**src/rtl/mux_pingpong_feed_if.sv**
```systemverilog
// Handshake and operand bus between the ping-pong feed, its producer and the downstream two-input mux.
// The slave modport is the buffer's view. The master modport is the view of the producer/consumer side.
interface mux_pingpong_feed_if #(
  parameter int WIDTH = 32
);
  logic             in_valid;
  logic             in_ready;
  logic [WIDTH-1:0] in_data;
  logic [WIDTH-1:0] a;
  logic [WIDTH-1:0] b;
  logic             s;
  logic             out_valid;
  logic             out_ready;
  logic [1:0]       count;

  modport master (
    output in_valid, in_data, out_ready,
    input  in_ready, a, b, s, out_valid, count
  );

  modport slave (
    input  in_valid, in_data, out_ready,
    output in_ready, a, b, s, out_valid, count
  );
endinterface

```
**src/rtl/mux_pingpong_feed.sv**
```systemverilog
// Two-slot ping-pong buffer feeding a 2:1 mux (out = s ? a : b), forming a 2-deep FIFO. A push appears on a/b after one edge.
// in_ready deasserts whenever two words are held, with no pass-through on pop; out_ready is ignored while empty.
module mux_pingpong_feed #(
  parameter int WIDTH = 32
) (
  input logic               clk,
  input logic               rst_n,
  mux_pingpong_feed_if.slave bus
);

  logic [WIDTH-1:0] slot_a;
  logic [WIDTH-1:0] slot_b;
  logic             wr_ptr;
  logic             rd_ptr;
  logic [1:0]       cnt;
  logic             push;
  logic             pop;

  // Handshake qualifiers come from registered state only, so a full buffer stays closed even while popping.
  assign push = bus.in_valid && (cnt != 2'd2);
  assign pop  = bus.out_ready && (cnt != 2'd0);

  always_ff @(posedge clk) begin
    if (!rst_n) begin
      slot_a <= '0;
      slot_b <= '0;
      wr_ptr <= 1'b0;
      rd_ptr <= 1'b0;
      cnt    <= 2'd0;
    end else begin
      if (push) begin
        if (wr_ptr) slot_b <= bus.in_data;
        else        slot_a <= bus.in_data;
        wr_ptr <= ~wr_ptr;
      end
      if (pop) begin
        rd_ptr <= ~rd_ptr;
      end
      case ({push, pop})
        2'b10:   cnt <= cnt + 2'd1;
        2'b01:   cnt <= cnt - 2'd1;
        default: cnt <= cnt;
      endcase
    end
  end

  assign bus.a         = slot_a;
  assign bus.b         = slot_b;
  assign bus.s         = ~rd_ptr;
  assign bus.in_ready  = (cnt != 2'd2);
  assign bus.out_valid = (cnt != 2'd0);
  assign bus.count     = cnt;

  // The pointers always differ by the occupancy parity.
  a_cnt_range: assert property (@(posedge clk) disable iff (!rst_n) cnt != 2'd3);
  a_ptr_sync:  assert property (@(posedge clk) disable iff (!rst_n) wr_ptr == (rd_ptr ^ cnt[0]));

endmodule

```
**src/flat_wrapper.sv**
```systemverilog
// flat-port wrapper written by rule: the top's interface ports become plain ports
module mux_pingpong_feed_flat 
#(
  parameter int WIDTH = 32
)
  (clk, rst_n, bus_in_valid, bus_in_data, bus_out_ready, bus_in_ready, bus_a, bus_b, bus_s, bus_out_valid, bus_count);
  mux_pingpong_feed_if #(.WIDTH(WIDTH)) bus_i ();
  input logic clk;
  input logic rst_n;
  input wire logic [$bits(bus_i.in_valid)-1:0] bus_in_valid;
  input wire logic [$bits(bus_i.in_data)-1:0] bus_in_data;
  input wire logic [$bits(bus_i.out_ready)-1:0] bus_out_ready;
  output wire logic [$bits(bus_i.in_ready)-1:0] bus_in_ready;
  output wire logic [$bits(bus_i.a)-1:0] bus_a;
  output wire logic [$bits(bus_i.b)-1:0] bus_b;
  output wire logic [$bits(bus_i.s)-1:0] bus_s;
  output wire logic [$bits(bus_i.out_valid)-1:0] bus_out_valid;
  output wire logic [$bits(bus_i.count)-1:0] bus_count;
  assign bus_i.in_valid = bus_in_valid;
  assign bus_i.in_data = bus_in_data;
  assign bus_i.out_ready = bus_out_ready;
  assign bus_in_ready = bus_i.in_ready;
  assign bus_a = bus_i.a;
  assign bus_b = bus_i.b;
  assign bus_s = bus_i.s;
  assign bus_out_valid = bus_i.out_valid;
  assign bus_count = bus_i.count;
  mux_pingpong_feed #(.WIDTH(WIDTH)) u_core (.clk(clk), .rst_n(rst_n), .bus(bus_i));
endmodule
```
**config.mk**
```make
export PLATFORM = sky130hd
export DESIGN_NAME = mux_pingpong_feed_flat
export DESIGN_NICKNAME = d
export VERILOG_FILES = /design/src/rtl/mux_pingpong_feed_if.sv /design/src/rtl/mux_pingpong_feed.sv /design/src/flat_wrapper.sv
export SDC_FILE = /design/constraint.sdc
export NUM_CORES = 1
export LEC_CHECK = 0
export BUFFER_PORTS_ARGS = -buffer_cell sky130_fd_sc_hd__buf_4
export CAP_MARGIN = 20
export CELL_PAD_IN_SITES_DETAIL_PLACEMENT = 1
export CELL_PAD_IN_SITES_GLOBAL_PLACEMENT = 2
export CORE_MARGIN = 2
export CORE_UTILIZATION = 30
export CTS_CLUSTER_SIZE = 8
export DETAILED_ROUTE_END_ITERATION = 7
export PLACE_DENSITY = 0.89
export SYNTH_ARGS = -nofsm -noshare
export SYNTH_HDL_FRONTEND = slang
export SYNTH_SLANG_ARGS = --single-unit
```
**constraint.sdc**
```tcl
create_clock -name clk -period 4.6 [get_ports clk]
set_clock_uncertainty 0.2 [all_clocks]
set_input_delay 0.92 -clock clk [delete_from_list [all_inputs] [get_ports clk]]
set_output_delay 0.92 -clock clk [all_outputs]
set_load 0.02 [all_outputs]
```
==> impl_metrics.json, run 1 <==
{
  "crit_fanout": 6,
  "ys_warn_count": 0,
  "portBuffers": 104,
  "slew_violations": 0,
  "r2r_end": "u_core.bus.b[21]",
  "slew_headroom": 0.3834,
  "ys_types": 20,
  "ios": 105,
  "seq_area_frac_synth": 0.5094,
  "final_cells": 474,
  "worstMarginPinSlew_ps": 924.9,
  "start_util": 0.3080,
  "dp_hpwl_um": 4414,
  "grt_pass1_vias": 2175,
  "status": "finished clean",
  "synth-xor-area-share": 0.009831,
  "grt_overflow": 0,
  "cp-start-kind": "register",
  "route.antenna.remaining_nets": 0,
  "syn_inst": 265,
  "maxCapViolations": 0,
  "finalCritPeriodShare": 0.4998,
  "wl_per_cell_um": 13.59,
  "clock-sinks": 68,
  "hold_path_end": "u_core.bus.a[7]",
  "tritoncts": "built",
  "fill_cells": 1028,
  "viasPerCell": 4.435,
  "die_w_um": 98.39,
  "peakVddDrop_uv": 159.6,
  "hold_buffers": 0,
  "dieArea_um2": 9680,
  "grt_max_degree": 101,
  "drc": 0,
  "rsz0062_at_grt": "false",
  "synthMuxAreaShare": 0.2397,
  "clkLatencyLatePin_ps": 330,
  "hold_viol_final": 0,
  "rr_worst_depth": 3,
  "cts_root_buf": "clkbuf_8",
  "synth_edf_count": 0,
  "antenna_found_initial": 0,
  "holdWs_ps": 260.2,
  "path_class": "register to primary output",
  "dp.cells": 459,
  "synthAdderAreaFrac": 0.004682,
  "multi_input_area_um2": 1139,
  "synth_compound_area_frac": 0.01404,
  "p_leak_nw": 1.677,
  "ys_top_cells_by_area": "dfxtp_1 51%, mux2i_1 24%, nand2_1 14%",
  "r2r_start": "u_core.bus.count[0]",
  "synth_top_area_share": 0.5094,
  "cp.required_ps": 3480,
  "h-tree-depth": 3,
  "whs_path_depth": 2,
  "post_cts_buffers": 0,
  "syn_area_um2": 2673,
  "cts_buffer_depth": 2,
  "syn2layout_area_growth_pct": 34.55,
  "reg2reg_slack_ps": 2770,
  "end_kind": "primary output",
  "path_clk_slew_ps": 70,
  "numCtsBuffers": 9,
  "synthSimpleGateAreaFrac": 0.1578,
  "num_vias": 2102,
  "crit_arrival_ps": 1180,
  "synth_top_family_by_area": "multiplexers",
  "syn_avg_cell_area_um2": 10.09,
  "hold_start": "u_core.bus.a[7]",
  "drt-pass1-iter-count": 4,
  "seqCellArea_um2": 1361,
  "post_cts_resized": 0,
  "place.gp.congestion": 0.6835,
  "setup-violations-final": 0,
  "hold_class": "register to register",
  "grtUsageTotal": 0.1327,
  "synthArstFlopShare": 0,
  "fp-row-count": 34,
  "nNetsFinal": 399,
  "wl_um": 6441,
  "die-height_um": 98.39,
  "period_needed_ps": 2299,
  "antenna_cells": 0,
  "core_area_um2": 8678,
  "ys_ff_latch": 68,
  "power_density_nw_per_um2": 461.2,
  "yosysTopAreaCell": "dfxtp_1",
  "grt_pass1_wl_um": 10240,
  "drtIter0Drc": 45,
  "syn_nets": 302,
  "fin_tns_setup_ps": 0,
  "synth_flop_cell": "dfxtp_1",
  "fmax_ghz": 0.4350,
  "drive_gt1_frac": 0.3333
}
==> layout by cell type, fill, tap and decap left out <==
master	instances
xnor2_1	3
clkbuf_8	11
nand2_1	97
clkbuf_1	2
o21a_1	1
or2_2	1
clkinv_2	2
a21bo_2	1
and3_4	1
ha_1	1
or3_1	1
mux2i_1	64
and2_1	2
nand3b_1	1
dfxtp_1	68
nand2b_4	1
inv_1	1
buf_4	105
a21boi_0	2
o21ai_0	1
==> critical path, cell delays in order (launching register included) <==
cell and delay [ps]:
dfxtp_1 380, or2_2 310, buf_4 160
==> synthesized netlist by cell type (2+ instances only) <==
cell	instances
a21boi_0	2
and2_1	2
buf_12	3
buf_6	2
buf_8	3
clkbuf_1	11
dfxtp_1	68
mux2i_1	64
nand2_1	97
xnor2_1	3
==> worst max path at each step <==
| stage | endpoint | startpoint | cells after the start | slack (ps) |
|---|---|---|---|---|
| after floorplan | u_core.bus.count[1] | bus_out_ready | 4 | 2510 |
| after global placement | u_core.bus.b[6] | rst_n | 3 | 2320 |
| after detailed placement | u_core.bus.b[2] | rst_n | 3 | 2260 |
| after CTS | bus_out_valid | u_core.bus.count[1] | 2 | 2270 |
| after global routing | bus_out_valid | u_core.bus.count[1] | 2 | 2250 |
| final | bus_out_valid | u_core.bus.count[1] | 2 | 2300 |
==> cells by family (layout without fill, tap and decap cells) <==
| group | after synthesis | in the layout |
|---|---|---|
| buf+inv | 20 | 121 |
| flops | 68 | 68 |
| mux | 64 | 64 |
| compound gates | 5 | 5 |
| xor+xnor | 3 | 3 |
| fa+ha+maj | 1 | 1 |
| simple gates | 104 | 104 |
==> state kept, by name (all words and copies together), names as in the netlist <==
name              count
u_core.wr_ptr         1
u_core.bus.count      2
u_core.bus.b         32
u_core.bus.a         32
u_core.rd_ptr         1
==> routing by layer <==
metal | wire, µm | up-vias | track usage
li1 | - | 1050 | -
met1 | 2812 | 976 | 0.1603
met2 | 3070 | 67 | 0.2166
met3 | 456 | 9 | 0.04080
met4 | 103 | 0 | 0.06006
met5 | 0 | - | 0
==> through the flow <==
stage	worst slack, ps	instance area [µm²]	power, mW	util
after global routing	2250	3596	1.751	0.4144
final	2301	3596	1.658	0.4144
after floorplan	2505	2673	1.080	-
after detailed placement	2259	3427	1.247	0.3949
after global placement	2316	3427	1.235	0.3949
after CTS	2274	3596	1.694	0.4144
==> area by class of cell <==
class,instances,share of cell area
Clock buffer,13,0.04419
Tap cell,108,0.03758
Clock inverter,2,0.002784
Multi-Input combinational cell,177,0.3166
Inverter,1,0.001044
Sequential cell,68,0.3786
Timing Repair Buffer,105,0.2192
==> report_power, final <==
part,internal (mW),switching (mW)
Sequential,0.667,0.0512
Combinational,0.236,0.271
Clock,0.221,0.212
No activity file was read; power rests on OpenSTA's default activity.
==> inputs of run 2 (changes only) <==
--- a/config.mk
+++ b/config.mk
@@ -10,10 +10,10 @@
 export CELL_PAD_IN_SITES_DETAIL_PLACEMENT = 1
 export CELL_PAD_IN_SITES_GLOBAL_PLACEMENT = 2
 export CORE_MARGIN = 2
-export CORE_UTILIZATION = 30
+export CORE_UTILIZATION = 25
 export CTS_CLUSTER_SIZE = 8
 export DETAILED_ROUTE_END_ITERATION = 7
-export PLACE_DENSITY = 0.89
+export PLACE_DENSITY = 0.8
 export SYNTH_ARGS = -nofsm -noshare
 export SYNTH_HDL_FRONTEND = slang
 export SYNTH_SLANG_ARGS = --single-unit
==> constraint.sdc (replaced) <==
create_clock -name clk -period 2.1 [get_ports clk]
set_clock_uncertainty 0.2 [all_clocks]
set_input_delay 0.42 -clock clk [delete_from_list [all_inputs] [get_ports clk]]
set_output_delay 0.42 -clock clk [all_outputs]
set_load 0.02 [all_outputs]
==> run 2 against run 1 <==
  * Non-clock buffer count is 2 higher
  * Clock-buffer cell count shrank 1
  * Utilization is 5.1 points lower
  * Hold slack lost 100 ps
  * Sequential cell count did not move
  * Worst setup slack worse by 2000 ps
  * Sequential power increased by 120%
  * Highest routed layer unchanged
  * Critical endpoint is now u_core.bus.count[1]
  * Global-route usage shrank 1.2 points
  * Largest power group unchanged
  * First-iteration DRC count grew 13%
  * Critical path type is now register to register
  * Largest cell class unchanged
  * Die area up 19%
  * Cell area is 4.7% higher
  * Power up 140%
==> impl_metrics.json, run 2 (synthesis results as in run 1) <==
{
  "path_class": "register to register",
  "finalCritPeriodShare": 0.8642,
  "crit_arrival_ps": 1880,
  "viasPerCell": 4.234,
  "hold_class": "input port to register",
  "num_vias": 2138,
  "end_kind": "register",
  "worstMarginPinSlew_ps": 418.1,
  "final_cell_mix": "104 x buf_4, 97 x nand2_1, 68 x dfxtp_1",
  "post_cts_resized": 0,
  "cp.required_ps": 2160,
  "clkLatencyLatePin_ps": 330,
  "post_cts_buffers": 0,
  "portBuffers": 104,
  "antenna_found_initial": 0,
  "crit_fanout": 6,
  "die-height_um": 107.4,
  "dp_hpwl_um": 4557,
  "grt_pass1_wl_um": 10850,
  "drt-pass1-iter-count": 4,
  "p_leak_nw": 1.737,
  "grt_overflow": 0,
  "tritoncts": "built",
  "fp-row-count": 37,
  "cts_buffer_depth": 2,
  "grt_max_degree": 101,
  "peakVddDrop_uv": 396.3,
  "fmax_ghz": 0.5510,
  "hold_buffers": 0,
  "h-tree-depth": 3,
  "wl_um": 6740,
  "dieArea_um2": 11530,
  "drtIter0Drc": 51,
  "path_clk_slew_ps": 80,
  "drc": 0,
  "postLayoutCellArea_um2": 3765,
  "rsz0062_at_grt": "false",
  "place.gp.congestion": 0.7090,
  "cp-start-kind": "register",
  "antenna_cells": 0,
  "hold_viol_final": 0,
  "ios": 105,
  "core_area_um2": 10370,
  "start_util": 0.2577,
  "setup-violations-final": 0,
  "placed_cell_area_um2": 3515,
  "cts_root_buf": "clkbuf_8",
  "die_w_um": 107.4,
  "grtUsageTotal": 0.1206,
  "layout_commonest_cell": "buf_4",
  "grt_pass1_vias": 2231,
  "status": "finished clean",
  "wl_per_cell_um": 13.35,
  "maxCapViolations": 0,
  "fin_tns_setup_ps": 0,
  "syn2layout_area_growth_pct": 40.87,
  "route.antenna.remaining_nets": 0,
  "slew_violations": 0,
  "nNetsFinal": 401,
  "slew_headroom": 0.7213,
  "numCtsBuffers": 9,
  "period_needed_ps": 1815,
  "power_density_nw_per_um2": 1078,
  "clock-sinks": 68,
  "drive_gt1_frac": 0.3415
}
## run 2: layer usage
layer  vias up  global-route usage  part of all wire
li1       1058                   -                 -
met3         7             0.03390             0.064
met1      1005              0.1497              0.45
met2        68              0.1939              0.47
met5         -                   0                 0
met4         0             0.05495             0.012
## run 2: path summary, 6_finish.rpt
check | start | endpoint | slack (ps) | cells after the start
max reg2reg | u_core.bus.count[0] | u_core.bus.count[1] | 290 | 5
max | u_core.bus.count[0] | u_core.bus.count[1] | 290 | 5
min reg2reg | u_core.bus.b[15] | u_core.bus.b[15] | 260 | 2
min | bus_in_data[12] | u_core.bus.a[12] | 160 | 3
## run 2: power by group
group / switching, mW / leakage [nW] / internal (mW)
sequential: 0.113 / 0.556 / 1.46
combinational: 0.603 / 1.05 / 0.542
clock: 0.488 / 0.127 / 0.853
total: 1.20 / 1.74 / 2.85
## run 2: critical path, cell delays in order (launching register included)
cell and delay, ps:
dfxtp_1 450, nand2b_4 200, nand2_1 60, ha_1 310, or3_1 360, a21boi_0 160
## run 2: area by class of cell
class	instances	area, µm²
Timing Repair Buffer	107	840.8
Inverter	1	3.754
Clock buffer	12	155.1
Clock inverter	4	95.09
Multi-Input combinational cell	177	1139
Sequential cell	68	1361
Tap cell	136	170.2
Fill cell	1228	6605
## run 2: per-stage QoR
| stage | total power [mW] | setup WS, ps | hold WS, ps | instances | utilization |
|---|---|---|---|---|---|
| 4_1_cts | 4.148 | 256.2 | 133.0 | 505 | 0.3631 |
| 6_report | 4.058 | 285.2 | 160.5 | 505 | 0.3631 |
| 5_1_grt | 4.304 | 156.2 | 139.7 | 505 | 0.3631 |
| 2_1_floorplan | 2.365 | 235.4 | 333.2 | 265 | - |
| 3_3_place_gp | 2.744 | 362.6 | 245.8 | 489 | 0.3389 |
| 3_5_place_dp | 2.770 | 291.6 | 250.4 | 489 | 0.3389 |
==> inputs of run 3 (changes only) <==
--- a/config.mk
+++ b/config.mk
@@ -10,10 +10,11 @@
 export CELL_PAD_IN_SITES_DETAIL_PLACEMENT = 1
 export CELL_PAD_IN_SITES_GLOBAL_PLACEMENT = 2
 export CORE_MARGIN = 2
-export CORE_UTILIZATION = 25
+export CORE_UTILIZATION = 26
+export CTS_BUF_LIST = sky130_fd_sc_hd__clkbuf_4 sky130_fd_sc_hd__clkbuf_8
 export CTS_CLUSTER_SIZE = 8
 export DETAILED_ROUTE_END_ITERATION = 7
-export PLACE_DENSITY = 0.8
+export PLACE_DENSITY = 0.82
 export SYNTH_ARGS = -nofsm -noshare
 export SYNTH_HDL_FRONTEND = slang
 export SYNTH_SLANG_ARGS = --single-unit
==> run 3 against run 2 <==
  * Worst setup slack worse by 79 ps
  * Highest routed layer unchanged
  * Fmax down 4.2%
  * Cell count up 0.20%
  * Largest cell class unchanged
  * Largest power group unchanged
==> impl_metrics.json, run 3 (synthesis results as in run 1) <==
{
  "antenna_cells": 0,
  "status": "finished clean",
  "finalCritPeriodShare": 0.9016,
  "h-tree-depth": 3,
  "setup-violations-final": 0,
  "layout_commonest_cell": "buf_4",
  "clkLatencyLatePin_ps": 330,
  "grt_overflow": 0,
  "antenna_found_initial": 0,
  "die_w_um": 105.4,
  "worstMarginPinSlew_ps": 326.0,
  "nNetsFinal": 402,
  "drc": 0,
  "placed_cell_area_um2": 3535,
  "core_area_um2": 10140,
  "crit_arrival_ps": 1940,
  "hold_class": "input port to register",
  "drtIter0Drc": 69,
  "clock-sinks": 68,
  "slew_violations": 0,
  "seqCellArea_um2": 1361,
  "num_vias": 2167,
  "drive_gt1_frac": 0.3459,
  "syn2layout_area_growth_pct": 40.50,
  "fill_cells": 1182,
  "grtUsageTotal": 0.1276,
  "cp.required_ps": 2150,
  "period_needed_ps": 1893,
  "place.gp.congestion": 0.7042,
  "ios": 105,
  "fin_tns_setup_ps": 0,
  "grt_max_degree": 40,
  "total_power_mw": 3.930,
  "place_ws_ps": 250.6,
  "cts_buffer_depth": 2,
  "grt_pass1_wl_um": 11220,
  "clkPwrFrac": 0.304,
  "p_sw_mw": 1.215,
  "start_util": 0.2636,
  "peakVddDrop_uv": 301.9,
  "drt-pass1-iter-count": 4,
  "path_class": "register to register",
  "final_cell_mix": "104 x buf_4, 97 x nand2_1, 68 x dfxtp_1",
  "fp-row-count": 37,
  "tritoncts": "built",
  "slew_headroom": 0.7827,
  "crit_fanout": 6,
  "wl_per_cell_um": 13.76,
  "grt_pass1_vias": 2233,
  "rsz0062_at_grt": "false",
  "viasPerCell": 4.283,
  "use_met2": 0.2018,
  "cts_root_buf": "clkbuf_8",
  "path_clk_slew_ps": 80,
  "post_cts_buffers": 0,
  "top_usage_layer": "met2",
  "maxCapViolations": 0,
  "dp_hpwl_um": 4806,
  "route.antenna.remaining_nets": 0,
  "dieArea_um2": 11110,
  "hold_viol_final": 0,
  "portBuffers": 104,
  "cp-start-kind": "register",
  "pwr-share-seq": 0.400,
  "postLayoutCellArea_um2": 3755,
  "p_leak_nw": 1.736,
  "use_met3": 0.04020,
  "end_kind": "register",
  "multi_input_area_um2": 1139,
  "post_cts_resized": 0,
  "switching_share": 0.3093,
  "wl_um": 6961,
  "die-height_um": 105.4,
  "numCtsBuffers": 9,
  "hold_buffers": 0,
  "power_density_nw_per_um2": 1047,
  "p_comb_frac": 0.295,
  "gr-usage-met1": 0.1612,
  "internal_power_mw": 2.714,
  "fmax_ghz": 0.5281,
  "setup_ws_ps": 206.6
}
==> run 3: cell types whose count changed in the layout (fill, tap and decap cells not counted), sizes merged <==
cell	change
clkinv	+2
bufinv	-1
clkbuf	-1
buf	+1
==> run 3: critical path, stage by stage, from the launching register on <==
cell and delay (ps):
dfxtp_1 450, nand2b_4 200, nand2_1 80, ha_1 320, or3_1 370, a21boi_0 200
==> run 3: layout make-up <==
class / count / share of cell area
timing repair buffer: 108 / 0.2293
inverter: 1 / 0.0009997
clock buffer: 11 / 0.03865
sequential: 68 / 0.3625
clock inverter: 5 / 0.01999
tap: 136 / 0.04532
multi-input combinational: 177 / 0.3032
==> run 3: path summary, 6_finish.rpt <==
kind	startpoint	end	slack, ps	depth (start not counted)
setup reg to reg	u_core.bus.count[0]	u_core.bus.count[1]	210	5
setup / recovery	u_core.bus.count[0]	u_core.bus.count[1]	210	5
hold / removal	bus_in_data[27]	u_core.bus.a[27]	160	3
hold reg to reg	u_core.bus.b[27]	u_core.bus.b[27]	260	2
==> run 3: stage by stage <==
step	hold WS, ps	utilization	cells
global placement	245.7	0.3486	490
floorplan	333.2	-	265
detailed placement	251.6	0.3486	490
global route	154.5	0.3704	506
CTS	143.6	0.3704	506
finish	163.1	0.3704	506
==> run 3: layer usage <==
metal  part of all wire  up-vias
li1                   -     1064
met1               0.45     1014
met2               0.46       74
met3              0.073       15
met4              0.018        0
met5                  0        -
==> run 3: power groups by stage <==
stage	logic, mW	clock network, mW	registers [mW]
after floorplan	0.589	0	1.78
after global placement	1.16	0	1.59
after detailed placement	1.18	0	1.60
after CTS	1.18	1.25	1.58
after global routing	1.25	1.31	1.60
final	1.16	1.20	1.57
